## config.mk

```make
export PLATFORM = sky130hd
export DESIGN_NAME = ball_motion_ctrl
export DESIGN_NICKNAME = d
export VERILOG_FILES = /design/src/rtl/ball_motion_ctrl.sv
export SDC_FILE = /design/constraint.sdc
export NUM_CORES = 1
export LEC_CHECK = 0
export CAP_MARGIN = 20
export CORE_MARGIN = 5
export CORE_UTILIZATION = 58
export CTS_CLUSTER_DIAMETER = 60
export DETAILED_ROUTE_END_ITERATION = 10
export PLACE_DENSITY = 0.86
export SLEW_MARGIN = 10
export SYNTH_ARGS = -nofsm -noshare
export SYNTH_HDL_FRONTEND = slang
export SYNTH_SLANG_ARGS = --single-unit
```

## constraint.sdc

```tcl
create_clock -name pclk -period 4.2 [get_ports pclk]
set_input_delay 0.84 -clock pclk [delete_from_list [all_inputs] [get_ports pclk]]
set_output_delay 0.84 -clock pclk [all_outputs]
set_load 0.05 [all_outputs]
```

## src/rtl/ball_motion_ctrl.sv

```systemverilog
// ball_motion_ctrl: game-phase FSM, move-tick divider and bounce/score decisions for the ball datapath.
// Every output is registered; tick decisions taken in cycle T appear together in T+1.
module ball_motion_ctrl #(
   parameter int BASE_DIV    = 800_000,
   parameter int DIV_STEP    = 100_000,
   parameter int MAX_LEVEL   = 4,
   parameter int SERVE_TICKS = 60,
   parameter int Y_MIN       = 10,
   parameter int Y_MAX       = 757,
   parameter int X_MIN       = 10,
   parameter int X_MAX       = 1013
) (
   input  logic        pclk,
   input  logic        reset_n,
   input  logic        start,
   input  logic        stop,
   input  logic        collision_det,
   input  logic [11:0] x_pos,
   input  logic [11:0] y_pos,
   output logic        step_en,
   output logic        dir_x,
   output logic        dir_y,
   output logic        load,
   output logic [2:0]  speed_level,
   output logic        score_left,
   output logic        score_right,
   output logic [1:0]  phase
);
   localparam logic [1:0] IDLE = 2'd0, SERVE = 2'd1, PLAY = 2'd2, SCORED = 2'd3;
   localparam logic [31:0] BASE_RELOAD = 32'(BASE_DIV - 1);
   logic [31:0] div;
   logic        latch;
   logic [1:0]  lockout;
   logic [15:0] serve_cnt;
   logic        tick, y_flip;
   logic [2:0]  lvl_nxt;
   logic [31:0] play_reload;
   always_comb begin
      tick        = (phase == SERVE || phase == PLAY) && div == 32'd0;
      lvl_nxt     = latch && speed_level != 3'(MAX_LEVEL) ? speed_level + 3'd1 : speed_level;
      y_flip      = dir_y ? y_pos >= 12'(Y_MAX) : y_pos <= 12'(Y_MIN);
      play_reload = BASE_RELOAD - 32'(DIV_STEP) * 32'(lvl_nxt);
   end
   always_ff @(posedge pclk or negedge reset_n) begin
      if (!reset_n) begin
         phase <= IDLE;
         step_en <= 1'b0;
         load <= 1'b0;
         dir_x <= 1'b1;
         dir_y <= 1'b1;
         speed_level <= 3'd0;
         score_left <= 1'b0;
         score_right <= 1'b0;
         div <= BASE_RELOAD;
         latch <= 1'b0;
         lockout <= 2'd0;
         serve_cnt <= 16'd0;
      end else begin
         step_en <= 1'b0;
         load <= 1'b0;
         score_left <= 1'b0;
         score_right <= 1'b0;
         if (stop) begin
            phase <= IDLE;
            div <= BASE_RELOAD;
            latch <= 1'b0;
            lockout <= 2'd0;
            serve_cnt <= 16'd0;
         end else begin
            case (phase)
               IDLE: begin
                  div <= BASE_RELOAD;
                  if (start) begin
                     phase <= SERVE;
                     load <= 1'b1;
                     dir_x <= 1'b1;
                     dir_y <= 1'b1;
                     speed_level <= 3'd0;
                  end
               end
               SERVE: begin
                  div <= tick ? BASE_RELOAD : div - 32'd1;
                  if (tick) begin
                     serve_cnt <= serve_cnt == 16'(SERVE_TICKS - 1) ? 16'd0 : serve_cnt + 16'd1;
                     if (serve_cnt == 16'(SERVE_TICKS - 1))
                        phase <= PLAY;
                  end
               end
               PLAY: begin
                  if (tick) begin
                     latch <= 1'b0;
                     div <= play_reload;
                     lockout <= latch ? 2'd2 : (lockout != 2'd0 ? lockout - 2'd1 : 2'd0);
                     // a latched paddle hit outranks a goal-line crossing on the same tick
                     if (latch) begin
                        dir_x <= ~dir_x;
                        speed_level <= lvl_nxt;
                        step_en <= 1'b1;
                        dir_y <= dir_y ^ y_flip;
                     end else if (x_pos <= 12'(X_MIN)) begin
                        score_right <= 1'b1;
                        phase <= SCORED;
                        div <= BASE_RELOAD;
                     end else if (x_pos >= 12'(X_MAX)) begin
                        score_left <= 1'b1;
                        phase <= SCORED;
                        div <= BASE_RELOAD;
                     end else begin
                        step_en <= 1'b1;
                        dir_y <= dir_y ^ y_flip;
                     end
                  end else begin
                     div <= div - 32'd1;
                     if (collision_det && lockout == 2'd0)
                        latch <= 1'b1;
                  end
               end
               default: begin
                  // score_* still holds the pulse here, so it tells which side conceded
                  phase <= SERVE;
                  load <= 1'b1;
                  speed_level <= 3'd0;
                  latch <= 1'b0;
                  lockout <= 2'd0;
                  dir_y <= 1'b1;
                  dir_x <= score_left;
                  div <= BASE_RELOAD;
               end
            endcase
         end
      end
   end
endmodule

```

==> results.tsv <==
metric	value	unit
die area	0.00879	mm2
Core Util, Final	0.700	
async set or reset register ratio after synthesis	1.00	
ratio of cells with drive above 1 in the final layout	0.0918	
Reg clk slew, reported paths	0.07	ns
Period minus WS final	3.95	ns
die height	93.7	um
io pins	40	
Area growth syn-to-layout	16.9	%
crit-path max FO	12	
area fraction of the dominant cell type after synthesis	0.289	
drt wl/cell	16.6	um
input/output buffers	39	
most used cell, CP	ha_1	
initial drt markers	317	
pins over their slew limit	0	
number of global-route vias before repair	3718	
Tot Pwr	1.87	mW
largest net degree at the start of global routing	42	
TritonRoute pass-1 iters	5	
Hold WC Path Type	reg -> reg	
synth unique cells	58	
post-CTS repair timing setup buffer count	0	
FF+latch area	0.00157	mm2
Multi-input gate area	0.00237	mm2
flops & latches, synth	62	
Initial Util	0.599	
final setup fails	0	
Synth Instances	477	
syn nets	522	
clk_lat worst skew	0.35	ns
first-pass GRT wire length	17.4	mm
average cell area after synthesis	8.52	um2
clock root buffer	clkbuf_8	
Required @ worst endpoint	4.41	ns
post-synthesis sequential area ratio	0.386	
hpwl dp	7.28	mm
CTS Hold Bufs	0	
worst-case clock buffer depth	2	
Critical Path Start	speed_level[0]	
Leak	1.85	nW
FP Rows	30	
Fmax	0.253	GHz
EDFF count, synth	0	
Slowest cell on crit path	o22a_1	
RSZ-0062 raised after global routing	no	
Post-Layout Cell Count	619	
H-Tree Depth	3	
GP Congestion	0.931	
via-per-instance ratio	6.14	
crit share post-route	0.940	
mapped cell area	0.00407	mm2
reg2reg start	speed_level[0]	
Slew headroom	0.367	
antenna-violating nets left	0	
Worst Setup End Kind	flip-flop	
fillers	535	
Placed Cells	602	
peak per-stage delay on the critical path	0.45	ns
Congestion Overflow GR	0	
CTS Sinks	62	
Hold Fails Final Rpt	0	
cts bufs inserted	9	
largest area contributor in the netlist	dfrtp_1	
cts repair resizes	0	
TNS Setup	0	ns
PD cells	393	mW/mm2
hold path start	div[31]	
initial antenna violation count	0	
CTS tree	built	
worst-case clock skew	0.00862	ns
top post-synthesis cells by area	dfrtp_1 (29%), dfstp_2 (9.7%), nor2_1 (5.1%)	
main flop type after synthesis	dfrtp_1	
fin nets	563	
Max VDD drop	0.257	mV
setup ws final	0.253	ns
Vias	3803	
Setup CP Type	reg -> reg	
most frequent cells after synthesis	nor2_1 (55), dfrtp_1 (47), a21oi_1 (36), o21ai_0 (36), nand2_1 (33)	
DIE WIDTH	93.7	um
Ys Warns	0	
ANT cells	0	
Core Region	0.00679	mm2
count leader, synth	nor2_1	
Residual DRC	0	
Startpoint Class	flip-flop	
gr usage total	0.249	
DRT Wirelength	10.3	mm
Placement Setup Slack	0.335	ns
worst slew pin tran	0.950	ns
status	complete, no violations	
crit path DAT	4.16	ns
CP Cell Sequence	inv_1 > ha_1 > a21boi_0 > xnor2_1 > ha_1 > ha_1 > ha_1 > maj3_1 > a21oi_1 > xor2_1 > o31a_1 > o22a_1 > nor2_1	
total of max-cap violations	0	
[worst max-delay path: cells and delay by family (launching register included)]
| kind | cells | cell delay, ns |
|---|---|---|
| adder cells (fa/ha/maj) | 5 | 1.36 |
| AO/OA/AOI/OAI | 4 | 1.25 |
| XOR/XNOR | 2 | 0.59 |
| flip-flops | 1 | 0.39 |
| AND/OR/NAND/NOR | 1 | 0.10 |
| buffers and inverters | 1 | 0.09 |
[state kept, by name (all words and copies together) (netlist names)]
name         cells
div             32
serve_cnt       16
speed_level      3
lockout          2
phase            2
dir_x            1
dir_y            1
latch            1
load             1
score_left       1
score_right      1
step_en          1
[cell usage in the layout (no fill, tap or decap), types with 5 or more instances in the layout]
master            n
nor2_1           55
dfrtp_1          47
clkdlybuf4s50_1  38
a21oi_1          36
o21ai_0          36
nand2_1          33
nor3_1           30
inv_1            16
ha_1             16
dfstp_2          15
xnor2_1          14
or3_1            14
xor2_1           14
nand3_1          13
nor4_1           12
clkbuf_8         12
nand4_1          11
or4_1            10
a31oi_1           8
buf_4             8
o31ai_1           6
and2_1            6
nor2b_1           5
a211oi_1          5
[report_power, final]
group	switching, mW	internal [mW]
Sequential	0.0664	0.701
Combinational	0.381	0.223
Clock	0.235	0.261
Total	0.683	1.18
[final cells by class]
cell class	instances	share of cell area
multi-input combinational	381	0.498
tap	96	0.0253
sequential	62	0.330
inverter	16	0.0126
clock inverter	3	0.00369
clock buffer	13	0.0355
timing repair buffer	48	0.0948
[routing by layer]
metal / vias up / share of wire / wire length, um / GRT usage
li1: 1835 / - / - / -
met1: 1807 / 0.44 / 4510 / 0.333
met2: 133 / 0.47 / 4860 / 0.391
met3: 28 / 0.064 / 657 / 0.0489
met4: 0 / 0.026 / 263 / 0.111
met5: - / 0 / 0 / 0
[kinds of logic after synthesis]
| kind of cell | Yosys count | synth area share |
|---|---|---|
| DFF | 62 | 0.386 |
| muxes | 4 | 0.0114 |
| buffers and inverters | 34 | 0.0320 |
| adders and majority gates | 17 | 0.0517 |
| and+or+nand+nor | 217 | 0.285 |
| xor gates and xnor gates | 29 | 0.0658 |
| AOI/OAI and AO/OA | 114 | 0.168 |
[through the flow]
| stage | area, um2 | hold slack (ns) |
|---|---|---|
| after global placement | 4560 | 0.476 |
| after global routing | 4750 | 0.511 |
| after detailed placement | 4560 | 0.479 |
| after floorplan | 4070 | 0.449 |
| after CTS | 4750 | 0.493 |
| final | 4750 | 0.494 |
[path summary, 6_finish.rpt]
| path | endpoint | slack (ns) | cells after the start |
|---|---|---|---|
| min | div[31] | 0.49 | 1 |
| max reg2reg | div[30] | 0.25 | 13 |
| min reg2reg | div[31] | 0.49 | 1 |
| max in group asynchronous | div[2] | 2.66 | 2 |
| min in group asynchronous | div[23] | 0.64 | 1 |
| max | div[30] | 0.25 | 13 |
No activity file was read; power rests on OpenSTA's default activity.
